**config.mk**
```make
export PLATFORM = sky130hd
export DESIGN_NAME = cp0_reg
export DESIGN_NICKNAME = d
export VERILOG_FILES = /design/src/rtl/cp0_reg.sv
export SDC_FILE = /design/constraint.sdc
export NUM_CORES = 1
export LEC_CHECK = 0
export CORE_UTILIZATION = 44
export DETAILED_ROUTE_END_ITERATION = 12
export PLACE_DENSITY = 0.81
export SYNTH_ARGS = -nofsm -noshare
export SYNTH_HDL_FRONTEND = slang
export SYNTH_SLANG_ARGS = --single-unit
```
**constraint.sdc**
```tcl
create_clock -name clk -period 6.2 [get_ports clk]
set_input_delay 0.93 -clock clk [delete_from_list [all_inputs] [get_ports clk]]
set_output_delay 0.93 -clock clk [all_outputs]
set_load 0.1 [all_outputs]
```
**src/rtl/cp0_reg.sv**
```systemverilog
// Coprocessor-0 register file: Count/Compare timer, Status, Cause, EPC,
// PRId and Config. Written by mtc0 from MEM/WB, read by mfc0 in EX.
module cp0_reg #(
  parameter logic [31:0] PRID_VALUE   = 32'h004C0102,
  parameter logic [31:0] CONFIG_RESET = 32'h00008000,
  parameter logic [31:0] STATUS_RESET = 32'h10000000
) (
  input  logic        clk,
  input  logic        rst,
  input  logic        we_i,
  input  logic [4:0]  waddr_i,
  input  logic [31:0] wdata_i,
  input  logic [4:0]  raddr_i,
  input  logic [5:0]  int_i,
  output logic [31:0] data_o,
  output logic [31:0] count_o,
  output logic [31:0] compare_o,
  output logic [31:0] status_o,
  output logic [31:0] cause_o,
  output logic [31:0] epc_o,
  output logic [31:0] config_o,
  output logic [31:0] prid_o,
  output logic        timer_int_o
);

  localparam logic [4:0] REG_COUNT   = 5'd9;
  localparam logic [4:0] REG_COMPARE = 5'd11;
  localparam logic [4:0] REG_STATUS  = 5'd12;
  localparam logic [4:0] REG_CAUSE   = 5'd13;
  localparam logic [4:0] REG_EPC     = 5'd14;
  localparam logic [4:0] REG_PRID    = 5'd15;
  localparam logic [4:0] REG_CONFIG  = 5'd16;

  logic [31:0] count_q;
  logic [31:0] compare_q;
  logic [31:0] status_q;
  logic [31:0] epc_q;
  logic        timer_q;
  logic [5:0]  ip_hw_q;
  logic [1:0]  ip_sw_q;
  logic        wp_q;
  logic        iv_q;

  logic wr_count;
  logic wr_compare;
  logic wr_status;
  logic wr_cause;
  logic wr_epc;
  logic timer_match;

  assign wr_count    = we_i && (waddr_i == REG_COUNT);
  assign wr_compare  = we_i && (waddr_i == REG_COMPARE);
  assign wr_status   = we_i && (waddr_i == REG_STATUS);
  assign wr_cause    = we_i && (waddr_i == REG_CAUSE);
  assign wr_epc      = we_i && (waddr_i == REG_EPC);
  // Compare of zero disables the timer.
  assign timer_match = (compare_q != 32'h0) && (count_q == compare_q);

  // Free-running Count; an mtc0 to Count replaces this cycle's increment.
  always_ff @(posedge clk or posedge rst) begin
    if (rst)
      count_q <= 32'h0;
    else if (wr_count)
      count_q <= wdata_i;
    else
      count_q <= count_q + 32'h1;
  end

  // Compare register and sticky timer interrupt; a Compare write acks it
  // and wins over a match seen in the same cycle.
  always_ff @(posedge clk or posedge rst) begin
    if (rst) begin
      compare_q <= 32'h0;
      timer_q   <= 1'b0;
    end else if (wr_compare) begin
      compare_q <= wdata_i;
      timer_q   <= 1'b0;
    end else if (timer_match) begin
      timer_q   <= 1'b1;
    end
  end

  // Status and EPC are plain full-width registers.
  always_ff @(posedge clk or posedge rst) begin
    if (rst) begin
      status_q <= STATUS_RESET;
      epc_q    <= 32'h0;
    end else begin
      if (wr_status) status_q <= wdata_i;
      if (wr_epc)    epc_q    <= wdata_i;
    end
  end

  // Cause: hardware IP bits track int_i every cycle; only IP[9:8], WP and
  // IV are software-writable.
  always_ff @(posedge clk or posedge rst) begin
    if (rst) begin
      ip_hw_q <= 6'h0;
      ip_sw_q <= 2'h0;
      wp_q    <= 1'b0;
      iv_q    <= 1'b0;
    end else begin
      ip_hw_q <= int_i;
      if (wr_cause) begin
        ip_sw_q <= wdata_i[9:8];
        wp_q    <= wdata_i[22];
        iv_q    <= wdata_i[23];
      end
    end
  end

  assign count_o     = count_q;
  assign compare_o   = compare_q;
  assign status_o    = status_q;
  assign cause_o     = {8'h00, iv_q, wp_q, 6'h00, ip_hw_q, ip_sw_q, 8'h00};
  assign epc_o       = epc_q;
  assign config_o    = CONFIG_RESET;
  assign prid_o      = PRID_VALUE;
  assign timer_int_o = timer_q;

  // mfc0 read mux; no bypass of an in-flight write.
  always_comb begin
    data_o = 32'h0;
    case (raddr_i)
      REG_COUNT:   data_o = count_o;
      REG_COMPARE: data_o = compare_o;
      REG_STATUS:  data_o = status_o;
      REG_CAUSE:   data_o = cause_o;
      REG_EPC:     data_o = epc_o;
      REG_PRID:    data_o = prid_o;
      REG_CONFIG:  data_o = config_o;
      default:     data_o = 32'h0;
    endcase
  end

endmodule

```
==> results of run 1 <==
[how the worst min path moves through the flow]
stage	from	endpoint	slack, ns
floorplan	iv_q	iv_q	0.51
global placement	status_o[5]	status_o[5]	0.51
detailed placement	status_o[30]	status_o[30]	0.52
CTS	status_o[30]	status_o[30]	0.53
global route	status_o[30]	status_o[30]	0.54
finish	status_o[5]	status_o[5]	0.53
[layout by cell type (no fill, tap or decap), types with 2 or more instances in the layout]
cell type / synthesis / final
a221o_1: 10 / 10
o2bb2ai_1: 7 / 7
nand2_1: 19 / 19
inv_1: 8 / 7
nor3_2: 5 / 5
inv_6: 0 / 3
nand3b_1: 2 / 2
dfrtp_1: 138 / 138
o21ai_0: 24 / 24
clkinv_2: 0 / 4
buf_4: 88 / 42
nor2_1: 40 / 40
conb_1: 2 / 86
bufinv_16: 0 / 2
clkinv_4: 0 / 3
mux2_2: 101 / 101
a22oi_1: 19 / 19
and2_1: 2 / 2
xor2_1: 14 / 14
o221ai_1: 2 / 2
nor4_1: 12 / 12
and4_1: 5 / 5
nor3_1: 4 / 3
clkbuf_16: 0 / 17
clkdlybuf4s50_1: 0 / 188
nand3_1: 9 / 8
and3_1: 5 / 5
clkinvlp_4: 0 / 3
a21oi_1: 36 / 36
xnor2_1: 48 / 48
mux2i_1: 28 / 28
nand4_1: 17 / 17
[power groups by stage]
stage                     combinational (mW)  sequential [mW]  clock (mW)
after global routing                    2.98             1.49        1.05
after floorplan                        0.867             2.86           0
after global placement                  2.88             1.46           0
final                                   2.89             1.46       0.992
after CTS                               2.91             1.45        1.01
after detailed placement                2.90             1.47           0
[routing by layer]
layer / track usage [%] / routed length, µm
met5: 0 / 0
met4: 8.61 / 373
met3: 6.12 / 1490
met2: 44.7 / 11900
met1: 33.6 / 9650
[synth_stat cells, types with 2 or more instances]
library cell and instances:
nor2_1 40, nand2_1 19, a22oi_1 19, nor3_1 4
mux2i_1 28, clkbuf_1 18, o2bb2ai_1 7, mux2_2 101
dfrtp_1 138, a21oi_1 36, inv_1 8, nand3b_1 2
buf_4 88, o221ai_1 2, nand3_1 9, and4_1 5
nor3_2 5, nor3b_1 2, conb_1 2, a221o_1 10
nand4_1 17, buf_2 21, xor2_1 14, nor4_1 12
and2_1 2, o21ai_0 24, xnor2_1 48, and3_1 5
[sequential cells by signal (all words and copies together) (netlist names), 2 cells and up]
| register | flops |
|---|---|
| compare_o | 32 |
| ip_sw_q | 2 |
| epc_o | 32 |
| ip_hw_q | 6 |
| count_o | 32 |
| status_o | 32 |
[final cells by class]
| cell class | count | area (µm²) |
|---|---|---|
| fill | 1421 | 6940 |
| multi-input combinational | 511 | 3720 |
| sequential | 139 | 3480 |
| timing repair buffer | 231 | 2200 |
| clock buffer | 18 | 429 |
| tap | 225 | 282 |
| clock inverter | 14 | 146 |
| inverter | 8 | 35.0 |
| antenna | 1 | 2.50 |
[cell families (layout without fill, tap and decap cells)]
| logic type | Yosys count | count (layout) | synth area share, % |
|---|---|---|---|
| flip-flops | 139 | 139 | 45.0 |
| buffers and inverters | 137 | 271 | 11.4 |
| multiplexers | 130 | 130 | 18.5 |
| AND/OR/NAND/NOR | 129 | 129 | 9.33 |
| AO/OA/AOI/OAI | 103 | 103 | 8.56 |
| XOR/XNOR | 62 | 62 | 7.02 |
| other | 2 | 87 | 0.0971 |
| adder cells (fa/ha/maj) | 1 | 1 | 0.162 |
==> out/results.md, run 1 <==
Timing
- RSZ-0062 raised after global routing: false
- Final Hold Vio Count: 0
- Max Fclk: 242 MHz
- final setup skew: 0.00876 ns
- smallest hold slack: 0.531 ns
- minimum clock period: 4.14 ns
- worst-margin pin slew: 1.05 ns
- share of the cycle needed by the critical path after routing: 66.7%
- count of final setup violators: 0
- Pins Over Slew Limit: 0
- Final WS setup: 2.06 ns
- Sum Neg Setup Slack: 0 ns
- headroom to the max-slew limit: 29.9%

Critical path
- Required @ worst endpoint: 5.27 ns
- crit-path cells: clkdlybuf4s50_1 > nor2b_1 > nand3b_1 > buf_4 > o2bb2ai_1 > a221o_1 > buf_4
- Setup crit start: raddr_i[3]
- Crit Path Max Fanout: 19
- Worst R2R Setup Slack: 3.97 ns
- critical register-to-register path startpoint: count_o[3]
- cell count of the worst reg-to-reg path: 5
- kind of cell adding the most delay to the critical path: buffers and inverters
- delay contributed by the slowest stage of the critical path: 0.47 ns
- Crit. path cell count: 7
- CP dominant cell by count: buf_4
- reg2reg end: count_o[15]
- Buf/Inv on CP: 3
- CP startpoint kind: input port
- arrival time reported for the critical path endpoint: 3.21 ns
- Critical Setup Path Class: input port to primary output
- highest-delay cell along the critical path: clkdlybuf4s50_1
- crit path to: data_o[9]
- endpoint class of the critical path: primary output

Global routing
- remaining global-route overflow: 0
- pin count of the biggest net entering global routing: 102
- total global routing track utilization: 26.5%
- global-route wire length before repair: 35.6 mm
- number of antenna violations at the first check in global routing: 0
- vias in the first global route: 6108

Die
- overall die area: 18100 µm²
- Initial Utilization: 44.9%
- row count: 48
- Die H: 135 µm
- count of pins on the block boundary: 308
- core region area: 17200 µm²
- DIE WIDTH: 135 µm

Logic synthesis
- dominant register cell in the synthesized netlist: dfrtp_1
- number of warning messages in the yosys log: 0
- asr flop ratio synth: 100%
- cell accounting for the most synthesized area: dfrtp_1
- dominant cells by area after synthesis: dfrtp_1, mux2_2, buf_4, xnor2_1, mux2i_1
- sequential element share of the synthesized area: 45.0%
- distinct cell type count of the synthesized netlist: 45
- Mapped Avg Cell Area: 11.0 µm²
- Yosys reg bits: 139
- number of enable flip-flop cells after synthesis: 0
- share of Yosys cell area claimed by the top area cell type: 44.7%
- netlist area before placement: 7730 µm²
- instance count of the mapped netlist: 703

Placement
- standard cell area after detailed placement: 9720 µm²
- PortBufs: 221
- sum of net half-perimeters after detailed placement: 16.3 mm
- placed instance count: 1114
- weighted congestion at the end of routability-driven global placement: 0.797
- Setup Slack @ Placement: 2.12 ns

Status
- status: finished clean

Clock tree
- insertion delay of the later-clocked pin in the worst-skew pair: 0.42 ns
- number of buffers created by CTS: 17
- Setup Fix Bufs, Post-CTS: 0
- H-tree depth: 4
- TritonCTS Sinks: 139
- Worst-path clk slew: 0.06 ns
- TritonCTS clock tree: built
- number of cells upsized or downsized after cts: 0
- maximum clock insertion buffer count: 2
- # hold bufs at CTS: 0
- clock root buffer: clkbuf_16

Power and ir drop
- Power Dens Cells: 519 nW/µm²
- switching share of power: 55.3%
- power dissipated by switching net loads: 2.96 mW
- clock network fraction of design power: 18.6%
- internal power consumption: 2.39 mW
- worst vdd ir: 0.280 mV
- combinational group share of total power: 54.2%
- total design power: 5.34 mW
- Leakage Power: 4.40 nW
- sequential share of power: 27.3%

Drt
- routed vias: 6121
- first-pass iteration count of the detailed router: 7
- post-DR wirelength/cell: 20.4 µm
- post-detailed-route count of antenna-violating nets: 0
- via count normalized by instance count: 5.34
- wire length after detailed routing: 23.4 mm
- number of design rule violations left after detail routing: 0
- first-iteration detailed-routing DRC count: 396

Layout
- fraction of layout cells with a size suffix above 1: 20.5%
- post-route design area: 10300 µm²
- final cell count without fillers: 1147
- signed area change from the synthesized netlist to the final layout: 33.2%
- number of nets at the end of the flow: 960
- share of the core filled with cells: 59.7%

Run
- max-capacitance violation count: 0

Hold path
- depth of the worst hold-timing path: 1
- Hold WC Path Type: flop to flop

No activity file was read; power rests on OpenSTA's default activity.
==> inputs of run 2 (changes only) <==
--- a/config.mk
+++ b/config.mk
@@ -5,9 +5,9 @@
 export SDC_FILE = /design/constraint.sdc
 export NUM_CORES = 1
 export LEC_CHECK = 0
-export CORE_UTILIZATION = 44
+export CORE_UTILIZATION = 40
 export DETAILED_ROUTE_END_ITERATION = 12
-export PLACE_DENSITY = 0.81
+export PLACE_DENSITY = 0.78
 export SYNTH_ARGS = -nofsm -noshare
 export SYNTH_HDL_FRONTEND = slang
 export SYNTH_SLANG_ARGS = --single-unit
==> constraint.sdc (replaced) <==
create_clock -name clk -period 3.6 [get_ports clk]
set_input_delay 0.54 -clock clk [delete_from_list [all_inputs] [get_ports clk]]
set_output_delay 0.54 -clock clk [all_outputs]
set_load 0.1 [all_outputs]
==> run 2 against run 1 <==
Against the previous run:
- global-route usage down 0.78 points
- wire length up 6.1%
- clock-buffer cell count up 1
- clock skew about the same
- critical endpoint is now data_o[20]
- largest cell class unchanged
- largest power group unchanged
- highest routed layer unchanged
==> out/results.md, run 2 (synthesized netlist as in run 1, its figures left out) <==
Run
- max-capacitance violation count: 0, unchanged

Clock tree
- TritonCTS Sinks: 139, unchanged
- Worst-path clk slew: 0.06 ns, about the same
- TritonCTS clock tree: built
- Setup Fix Bufs, Post-CTS: 0, unchanged
- # hold bufs at CTS: 0, unchanged
- maximum clock insertion buffer count: 2, unchanged
- number of buffers created by CTS: 17, unchanged
- insertion delay of the later-clocked pin in the worst-skew pair: 0.42 ns, about the same
- number of cells upsized or downsized after cts: 0, unchanged
- clock root buffer: clkbuf_16
- H-tree depth: 4, unchanged

Drt
- routed vias: 6237, +1.9%
- post-DR wirelength/cell: 20.9 µm, +2.5%
- first-iteration detailed-routing DRC count: 419, +5.8%
- post-detailed-route count of antenna-violating nets: 0, unchanged
- via count normalized by instance count: 5.25, -1.5%
- first-pass iteration count of the detailed router: 5, -2
- number of design rule violations left after detail routing: 0, unchanged
- wire length after detailed routing: 24.8 mm, +6.1%

Timing
- worst-margin pin slew: 1.05 ns, +0.00123 ns
- final setup skew: 0.00863 ns, -0.000130 ns
- Max Fclk: 313 MHz
- Final Hold Vio Count: 0, unchanged
- Pins Over Slew Limit: 0, unchanged
- headroom to the max-slew limit: 29.8%, -0.083 points
- count of final setup violators: 0, unchanged
- Sum Neg Setup Slack: 0 ns, unchanged
- share of the cycle needed by the critical path after routing: 88.9%
- RSZ-0062 raised after global routing: false
- minimum clock period: 3.20 ns

Hold path
- capture endpoint of the worst hold path: timer_int_o
- worst min-delay path startpoint: timer_int_o
- Hold WC Path Type: flop to flop
- depth of the worst hold-timing path: 2, +1

Power and ir drop
- combinational group share of total power: 54.4%, +0.2 points
- switching share of power: 55.6%, +0.27 points
- internal power consumption: 4.12 mW, +73%
- Leakage Power: 4.53 nW, +2.8%
- clock network fraction of design power: 18.3%, -0.3 points
- Power Dens Cells: 859 nW/µm², +66%
- worst vdd ir: 0.727 mV, +160%
- power dissipated by switching net loads: 5.16 mW, +74%
- sequential share of power: 27.3%, about the same

Layout
- signed area change from the synthesized netlist to the final layout: 39.6%
- number of nets at the end of the flow: 967, +0.73%
- fraction of layout cells with a size suffix above 1: 21.6%, +1.1 points
- share of the core filled with cells: 57.3%, -2.4 points
- leading cell type in the layout, fill and taps excluded: clkdlybuf4s50_1
- number of diodes added for antenna fixing: 0, -1
- commonest cells after routing, fill and taps aside: clkdlybuf4s50_1, dfrtp_1, mux2_2, conb_1, xnor2_1

Die
- core region area: 18800 µm², +9.2%
- Initial Utilization: 41.1%, -3.8 points
- Die H: 141 µm, +4.8%
- DIE WIDTH: 141 µm, +4.8%
- overall die area: 19900 µm², +9.8%
- count of pins on the block boundary: 308, unchanged
- row count: 50, +4.2%

Global routing
- remaining global-route overflow: 0, unchanged
- global-route wire length before repair: 37.7 mm, +5.9%
- pin count of the biggest net entering global routing: 140, +37%
- total global routing track utilization: 25.7%, -0.78 points
- vias in the first global route: 6241, +2.2%
- number of antenna violations at the first check in global routing: 0, unchanged

Critical path
- critical register-to-register path startpoint: count_o[0]
- Crit Path Max Fanout: 21, +2
- cell count of the worst reg-to-reg path: 5, unchanged
- Required @ worst endpoint: 3.06 ns, -2.21 ns
- reg2reg end: count_o[17]
- Worst R2R Setup Slack: 1.26 ns, -2.71 ns
- arrival time reported for the critical path endpoint: 2.66 ns, -0.55 ns
- Critical Setup Path Class: input port to primary output
- endpoint class of the critical path: primary output
- CP startpoint kind: input port

Placement
- weighted congestion at the end of routability-driven global placement: 0.806, +1.1%
- PortBufs: 221, unchanged
- sum of net half-perimeters after detailed placement: 18.1 mm, +10%

Status
- status: finished clean

-- run 2: changes by cell type in the layout (fill, tap and decap cells not counted), moves of 2 or more --
cell / previous run / this run
buf_4: 42 / 19
clkdlybuf4s50_1: 188 / 184
clkbuf_8: 0 / 2
buf_12: 0 / 34
o21ai_0: 24 / 4
o21ai_1: 0 / 20
clkinv_2: 4 / 2
-- run 2: metal layers --
| layer | part of all wire, % | global-route usage [%] |
|---|---|---|
| met5 | 0 | 0 |
| met4 | 2.5 | 8.70 |
| met3 | 6.4 | 5.67 |
| met2 | 50 | 44.2 |
| met1 | 41 | 31.9 |
-- run 2: final cells by class --
class / instances / area [µm²]
clock buffers: 19 / 453
flip-flops and latches: 139 / 3480
well taps: 260 / 325
clock inverters: 12 / 115
fillers: 1583 / 8030
multi-input cells: 511 / 3720
inverters: 8 / 33.8
repair buffers: 238 / 2670
-- run 2: worst max-delay path, stage by stage --
cell and delay [ns]:
clkdlybuf4s50_1 0.47, nor2b_1 0.28, nand2_1 0.21, nor3_2 0.20, buf_4 0.35, a22oi_1 0.15, o21ai_1 0.20, buf_12 0.22
-- run 2: metrics by stage --
stage                     instances  setup slack (ns)  cell area [µm²]  hold slack [ns]  power [mW]
after floorplan                 787            0.0921             8050            0.506        6.42
final                          1187             0.401            10800            0.518        9.28
after global routing           1187             0.326            10800            0.541        9.59
after global placement         1156             0.559            10200            0.507        7.55
after detailed placement       1156             0.467            10200            0.512        7.60
after CTS                      1187             0.456            10800            0.520        9.33
-- run 2: how the worst max path moves through the flow --
stage / from / slack [ns] / cells past startpoint / endpoint
floorplan: raddr_i[1] / 0.09 / 4 / data_o[22]
global placement: raddr_i[3] / 0.56 / 8 / data_o[15]
detailed placement: raddr_i[3] / 0.47 / 8 / data_o[20]
CTS: raddr_i[3] / 0.46 / 8 / data_o[13]
global route: raddr_i[3] / 0.33 / 8 / data_o[15]
finish: raddr_i[3] / 0.40 / 8 / data_o[20]
-- run 2: power by group through the flow --
stage	logic, mW	clock network, mW	registers [mW]
finish	5.05	1.69	2.54
global route	5.20	1.79	2.60
CTS	5.07	1.73	2.53
detailed placement	5.06	0	2.55
global placement	5.01	0	2.54
floorplan	1.50	0	4.92
